===== config.mk =====
export PLATFORM = sky130hd
export DESIGN_NAME = chk_compare_stage
export DESIGN_NICKNAME = d
export VERILOG_FILES = /design/src/rtl/chk_compare_stage.sv
export SDC_FILE = /design/constraint.sdc
export NUM_CORES = 1
export LEC_CHECK = 0
export ABC_AREA = 1
export CAP_MARGIN = 0
export CORE_MARGIN = 4
export CORE_UTILIZATION = 45
export CTS_CLUSTER_SIZE = 25
export DETAILED_ROUTE_END_ITERATION = 12
export MAX_ROUTING_LAYER = met4
export PLACE_DENSITY = 0.91
export SETUP_SLACK_MARGIN = 0.2
export SYNTH_ARGS = -nofsm -noshare
export SYNTH_HDL_FRONTEND = slang
export SYNTH_SLANG_ARGS = --single-unit

===== constraint.sdc =====
create_clock -name clk -period 5.85 [get_ports clk]
set_input_delay 0.8775 -clock clk [delete_from_list [all_inputs] [get_ports clk]]
set_output_delay 0.8775 -clock clk [all_outputs]
set_load 0.02 [all_outputs]

===== src/rtl/chk_compare_stage.sv =====
// rtl/chk_compare_stage.sv - registered compare, mismatch counter and first-fail capture
module chk_compare_stage #(
    parameter int DATA_WIDTH = 32,
    parameter int IW         = 5,
    parameter int CW         = 5
) (
    input  logic                  clk,
    input  logic                  reset,
    input  logic                  clear,
    input  logic                  capture_valid,
    input  logic [IW-1:0]         capture_index,
    input  logic                  capture_sel,
    input  logic [DATA_WIDTH-1:0] dbg_reg_data,
    input  logic [DATA_WIDTH-1:0] dbg_mem_data,
    input  logic [DATA_WIDTH-1:0] exp_data,
    input  logic                  exp_care,
    output logic [CW-1:0]         mismatch_count,
    output logic                  first_fail_valid,
    output logic [IW-1:0]         first_fail_index,
    output logic [DATA_WIDTH-1:0] first_fail_got
);

    logic            valid_q;
    logic [IW-1:0]   index_q;
    logic            sel_q;
    logic [DATA_WIDTH-1:0] got;
    logic            mismatch;

    // Debug data and expected value both arrive one cycle after the address was issued.
    assign got      = sel_q ? dbg_mem_data : dbg_reg_data;
    assign mismatch = valid_q && exp_care && (got != exp_data);

    always_ff @(posedge clk or negedge reset) begin
        if (!reset) begin
            valid_q          <= 1'b0;
            index_q          <= '0;
            sel_q            <= 1'b0;
            mismatch_count   <= '0;
            first_fail_valid <= 1'b0;
            first_fail_index <= '0;
            first_fail_got   <= '0;
        end else if (clear) begin
            valid_q          <= 1'b0;
            index_q          <= '0;
            sel_q            <= 1'b0;
            mismatch_count   <= '0;
            first_fail_valid <= 1'b0;
            first_fail_index <= '0;
            first_fail_got   <= '0;
        end else begin
            valid_q <= capture_valid;
            index_q <= capture_index;
            sel_q   <= capture_sel;
            if (mismatch) begin
                mismatch_count <= mismatch_count + CW'(1);
                if (!first_fail_valid) begin
                    first_fail_valid <= 1'b1;
                    first_fail_index <= index_q;
                    first_fail_got   <= got;
                end
            end
        end
    end

endmodule


Word-level counts from Yosys, hierarchy flattened
Index checks and enable logic that the tools add are counted.
{"block": "word_totals", "out_inout_bits": 43, "register_bits": 50, "word_cells": 28}
{"block": "op_classes", "n_eq_ne": 2, "n_reduce_logical": 4, "addsub": 1, "n_mux": 14}
{"op": "32-bit 2-to-1 mux", "count": 4}
{"op": "32-bit != test", "count": 1}
{"op": "5-bit 2-to-1 mux", "count": 6}
{"op": "5-bit by 1-bit adder with 5-bit output (second input constant)", "count": 1}
{"op": "1-bit 2-to-1 mux", "count": 4}
{"op": "1-bit logical AND", "count": 2}
{"op": "2-bit != test (second input constant)", "count": 1}
{"op": "2-bit AND reduction", "count": 1}
{"op": "2-bit nonzero test", "count": 1}

Logic depth before layout (Yosys ltp)
{"block": "logic_depth", "depth_word": 5, "ltp_mapped": 17, "depth_no_buf": 15}

Worst setup path after synthesis
Ideal clock, no wire load.
{"block": "synth_timing", "path_kind": "input to register", "start": "input port dbg_reg_data[13]", "end": "register first_fail_got[11]", "cell_stages": 15, "t_required_ps": 5733, "n_path_buf": 1, "arrival_ps": 1967, "path_slack_ps": 3766, "path_cell_list": "inv_1 nand2_2 nand2_1 nand2_1 nand2_1 nand2_1 nor2_1 nand2_1 nor2_1 nand2_2 nand3_4 nand2_2 buf_4 nand2_1 nand2_1"}
{"block": "synth_via", "elab_chain_cells": 5}
{"element": "from (decl)", "line": "13", "text": "input logic [DATA_WIDTH-1:0] dbg_reg_data,"}
{"element": "32-bit 2-to-1 mux", "line": "30", "text": "assign got = sel_q ? dbg_mem_data : dbg_reg_data;"}
{"element": "32-bit != test", "line": "31", "text": "assign mismatch = valid_q && exp_care && (got != exp_data);"}
{"element": "1-bit logical AND", "line": "31"}
{"element": "2-bit nonzero test (no source line)"}
{"element": "2-bit AND reduction (no source line)"}
{"element": "to (signal assigned)", "line": "59", "text": "first_fail_got <= got;"}
{"element": "to (decl)", "line": "20", "text": "output logic [DATA_WIDTH-1:0] first_fail_got"}
Every way passes these cells.
A chain may end at the register's enable or synchronous reset.

Worst setup path in the final report
{"block": "layout_timing", "start": "register sel_q", "end": "register first_fail_got[12]"}
{"block": "layout_via", "elab_chain_cells": 5}
{"element": "from (decl)", "line": "25", "text": "logic sel_q;"}
{"element": "from (signal assigned)", "line": "53", "text": "sel_q <= capture_sel;"}
{"element": "32-bit 2-to-1 mux *", "line": "30"}
{"element": "32-bit != test", "line": "31"}
{"element": "1-bit logical AND", "line": "31"}
{"element": "2-bit nonzero test (no source line)"}
{"element": "2-bit AND reduction (no source line)"}
Every way passes the cells marked *; elsewhere a longest branch is shown, timed or not. The select of a mux whose other input is x is not followed.

==> key figures <==
STA
  • Hold Fails Final Rpt: 0
  • Setup TNS: 0 ps
  • # setup viols final: 0
  • Fin worst setup slack: 2670 ps
  • Final clock skew: 4.36 ps
  • Tmin final: 3180 ps
  • RSZ-0062 raised after global routing: no
  • Final Cycle Share: 54.4%
  • Max Slew Vio Count: 0
  • Worst slew pin tran: 837 ps
  • FMAX: 314 MHz
  • Max_slew headroom: 44.1%

Worst setup path
  • Worst-path cell chain: buf_4, inv_4, nand2_1, nand3b_1, nand2_1, nand3_1, nor2_1, nand2_1, nor2_1, nand2_2, nand3_4, nand2_2, nand2_1, nand2_1
  • Slowest stage delay, CP: 590 ps
  • Critical-path maximum fanout: 39
  • CP max-delay cell: dfrtp_1
  • R2R depth: 14
  • End of the worst register-to-register path: first_fail_got[12]$_DFFE_PN0P_
  • Setup slack, reg-to-reg: 2670 ps
  • Req. time, crit path: 6040 ps
  • WP data arrival: 3380 ps
  • Crit. End Element: flip-flop
  • Reg2reg start: sel_q$_DFF_PN0_
  • Worst Setup EP: first_fail_got[12]$_DFFE_PN0P_
  • Crit path depth: 14
  • Crit path launch type: flip-flop
  • Crit path from: sel_q$_DFF_PN0_
  • Crit path kind: flip-flop to flip-flop
  • CP bufs+invs: 2
  • CP dominant cell by count: nand2_1
  • Critical path's top delay family: simple AND/OR/NAND/NOR gates

Synthesis
  • Synth Flop Type: dfrtp_1
  • Synth top area share: 36.1%
  • Mapped cell area: 0.00346 sq mm
  • Mapped Cells: 538
  • Synth warnings: 0
  • Main area contributors after synthesis: dfrtp_1 (36%), nand2_1 (27%), nand3_1 (7.5%)
  • Post-synth EDFFs: 0
  • Top post-synthesis cells by count: nand2_1 (251), inv_1 (57), nand3_1 (52)
  • FF+latch count, synth: 50
  • Syn_nets: 646
  • Sequential-to-total area share from yosys stat: 36.1%
  • Synth unique cells: 25
  • Dominant cell type by area after synthesis: dfrtp_1
  • Mean Syn Cell Area: 6.44 sq um
  • Async S/R FF share, synth: 100%
  • Top-count cell post-synth: nand2_1

Cells and area
  • Syn-to-layout area delta: 44.7%
  • Nets: 783
  • Layout cells sized above 1: 5.33%
  • Final Cell Area: 0.00501 sq mm
  • Ant. Diodes: 0

Global routing
  • Initial antenna violation count: 0
  • First-pass GRT wire length: 16,500 microns
  • Grt ovf: 0
  • Largest net degree at the start of global routing: 51
  • Overall Global Routing Usage: 23.4%
  • Vias in the first global route: 3,755

Clock network
  • Clk_lat worst skew: 300 ps
  • Post-CTS Setup Inserts: 0
  • # clock sinks: 50
  • H-tree levels: 2
  • Max clock buf depth: 2
  • Hold_buf cts: 0
  • CTS buffer count: 5
  • Clock Tree Root: clkbuf_8
  • CTS tree: done
  • PostCTS Resize Cnt: 0
  • Worst-path clk slew: 90 ps

Floorplanning
  • Die height: 95.7 microns
  • Core Area: 0.00737 sq mm
  • Initial Utilization: 47.0%
  • Cell Rows: 31
  • Top-level port count: 150
  • Die area: 0.00917 sq mm
  • Die X: 95.7 microns

Power
  • Pwr Density: 170 mW/mm^2
  • Design Power: 0.000852 W
  • LEAKAGE: 2.64 nW
  • Maximum vdd drop: 88.9 uV

Drt
  • Via count: 3,838
  • Post-DRT Antenna Nets: 0
  • TritonRoute pass-1 iters: 4
  • Routed WL: 10,300 microns
  • Initial DRC Count: 106
  • DR WL/cell: 13.2 microns
  • DRC: 0
  • Via density: 4.95

Placement
  • Final Wtd Congestion: 0.880
  • Placement Setup Slack: 2580 ps
  • DP Wirelength: 7850 microns
  • Placed cell area: 0.00492 sq mm
  • Input/output buffers: 149

Worst hold path
  • Hold path start: first_fail_index[2]$_DFFE_PN0P_
  • Worst hold path class: flip-flop to flip-flop

Status
  • Outcome: complete, no violations

Flow run
  • MaxCap Viol Count: 0
how the worst min path moves through the flow:
stage | depth (start not counted) | slack (ps) | endpoint
after global routing | 2 | 540 | first_fail_got[27]$_DFFE_PN0P_
after floorplan | 4 | 530 | first_fail_index[0]$_DFFE_PN0P_
after detailed placement | 2 | 490 | first_fail_index[2]$_DFFE_PN0P_
after global placement | 2 | 490 | first_fail_got[0]$_DFFE_PN0P_
after CTS | 2 | 520 | first_fail_got[31]$_DFFE_PN0P_
final | 2 | 510 | first_fail_index[2]$_DFFE_PN0P_
stage by stage:
step / hold slack [ps] / utilization (%) / cells
global placement: 486 / 66.8 / 767
detailed placement: 491 / 66.8 / 767
floorplan: 534 / - / 538
global route: 543 / 68.0 / 775
finish: 512 / 68.0 / 775
CTS: 515 / 68.0 / 775
power by group:
group	internal, W	switching, W	leakage, nW
Sequential	0.000364	0.0000129	0.671
Clock	0.0000953	0.000115	0.0472
Combinational	0.000131	0.000133	1.92
Total	0.000590	0.000261	2.64
state kept, by name, indices dropped and copies added (netlist names):
name              count
sel_q                 1
valid_q               1
first_fail_valid      1
index_q               5
first_fail_got       32
mismatch_count        5
first_fail_index      5
cell families after synthesis:
| kind of cell | Yosys count | share of synthesized area, % |
|---|---|---|
| flip-flops | 50 | 36.1 |
| adder cells (fa/ha/maj) | 1 | 0.361 |
| buffers and inverters | 82 | 11.6 |
| XOR/XNOR | 3 | 0.759 |
| AO/OA/AOI/OAI | 27 | 3.97 |
| AND/OR/NAND/NOR | 375 | 47.2 |
tightest hold or removal path: stages, from the launching register on:
cell,delay (ps)
dfrtp_1,360
nand3_1,80
nand2_1,50
placed cells by master, fill, tap and decap left out, types with 3 or more instances in the layout:
| cell type | n |
|---|---|
| a21oi_1 | 24 |
| buf_4 | 3 |
| clkbuf_8 | 6 |
| clkdlybuf4s50_1 | 147 |
| dfrtp_1 | 50 |
| inv_1 | 57 |
| nand2_1 | 251 |
| nand2_2 | 9 |
| nand3_1 | 52 |
| nand3_2 | 10 |
| nand3b_1 | 16 |
| nor2_1 | 34 |
metal layers:
metal  track usage (%)  routed length (microns)
met3              5.71                      913
met4              5.09                      151
met2              43.2                     5230
met1              25.5                     3970
met5                 -                        0
cell type report:
| cell class | count | area (sq um) |
|---|---|---|
| sequential | 50 | 1250 |
| clock inverter | 2 | 12.5 |
| fill | 638 | 2350 |
| multi-input combinational | 406 | 1810 |
| timing repair buffer | 152 | 1500 |
| inverter | 60 | 228 |
| tap | 99 | 124 |
| clock buffer | 6 | 82.6 |
No activity file was read; power rests on OpenSTA's default activity.
==> RTL edit: new RTL, config.mk and constraints unchanged <==
Make the reset (`reset`) synchronous in one clocked block.
--- a/src/rtl/chk_compare_stage.sv
+++ b/src/rtl/chk_compare_stage.sv
@@ -30,7 +30,7 @@
     assign got      = sel_q ? dbg_mem_data : dbg_reg_data;
     assign mismatch = valid_q && exp_care && (got != exp_data);
 
-    always_ff @(posedge clk or negedge reset) begin
+    always_ff @(posedge clk) begin
         if (!reset) begin
             valid_q          <= 1'b0;
             index_q          <= '0;
Function: differs if reset is asserted again (counterexample within 4 cycles, from zero or initial values and one cycle with reset low); with reset held inactive, the same outputs for 10 cycles.
==> RTL edit against the original RTL <==
  * Total power fell by 13%
  * Sequential cell count unchanged
  * Routed wire length increased by 2.6%
  * Area after synthesis increased by 2.2%
  * Sequential share of layout area fell by 5.4 points
  * Setup slack better by 0.18 ns
  * Final area increased by 2.0%
  * Largest power group unchanged
==> RTL edit: results (changes against the original RTL) <==
- Reg2reg start: sel_q (unchanged)
- # fillers: 689 (was 638)
- Hold Path Origin: first_fail_got[30] (was first_fail_index[2])
- Largest net degree at the start of global routing: 46 (was 51)
- Most frequent cells after synthesis: nand2_1 (258), inv_1 (146), nor2_1 (54) (was nand2_1 (251), inv_1 (57), nand3_1 (52))
- Detailed Route Iter0 Violations: 137 (was 106)
- Vias in the first global route: 3,848 (was 3,755)
- Footprint of the multi-input gates: 1815 sq um (was 1813 sq um)
- Placed cells: 870 (was 767)
- Worst hold path depth: 4 (was 2)
- Main flop type after synthesis: dfxtp_1 (was dfrtp_1)
- Placed inst area: 5031 sq um (was 4920 sq um)
- Outcome: complete, no violations (unchanged)
- GPL Wtd Cong: 0.8139 (was 0.8796)
- Post-Synthesis Net Count: 754 (was 646)
- Worst Hold End: first_fail_got[30] (was first_fail_index[2])
- Non-clock buffer count: 150 (was 152)
- ClkCell Share: 1.639% (was 1.896%)
- CLK BUF: 5 (was 6)
- Worst R2R Setup Slack: 2.85 ns (was 2.67 ns)
- Vias per cell: 4.691 (was 4.952)
- Leak: 2.535 nW (was 2.638 nW)
- Die area: 9349 sq um (was 9167 sq um)
- First-pass GRT wire length: 17,120 um (was 16,550 um)
- Layout cells sized above 1: 2.968% (was 5.325%)
- Register area share after synthesis: 28.28% (was 36.11%)
-- RTL edit: kinds of logic after synthesis --
logic type	after synthesis	synth area share [%]
AO/OA/AOI/OAI	8	1.202
AND/OR/NAND/NOR	400	48.78
buffers and inverters	184	20.64
XOR/XNOR	3	0.7424
flip-flops	50	28.28
adder cells (fa/ha/maj)	1	0.3534
-- RTL edit: worst max-delay path, delay by kind of cell (launching register included) --
family                 cells  cell delay (ns)
AND/OR/NAND/NOR           12             1.66
buffers and inverters      2             0.49
flip-flops                 1             0.71
-- RTL edit: where the power goes --
| group | leakage [nW] | switching [mW] | internal, mW |
|---|---|---|---|
| Combinational | 2.09 | 0.0928 | 0.106 |
| Sequential | 0.405 | 0.00390 | 0.346 |
| Clock | 0.0362 | 0.112 | 0.0818 |
-- RTL edit: per-layer routing --
metal	track usage (%)	share of wire [%]	vias to the layer above
met4	4.860	1.3	0
met2	40.39	51	128
met5	-	0	-
li1	-	-	2149
met1	25.29	42	1825
met3	4.326	5.6	12
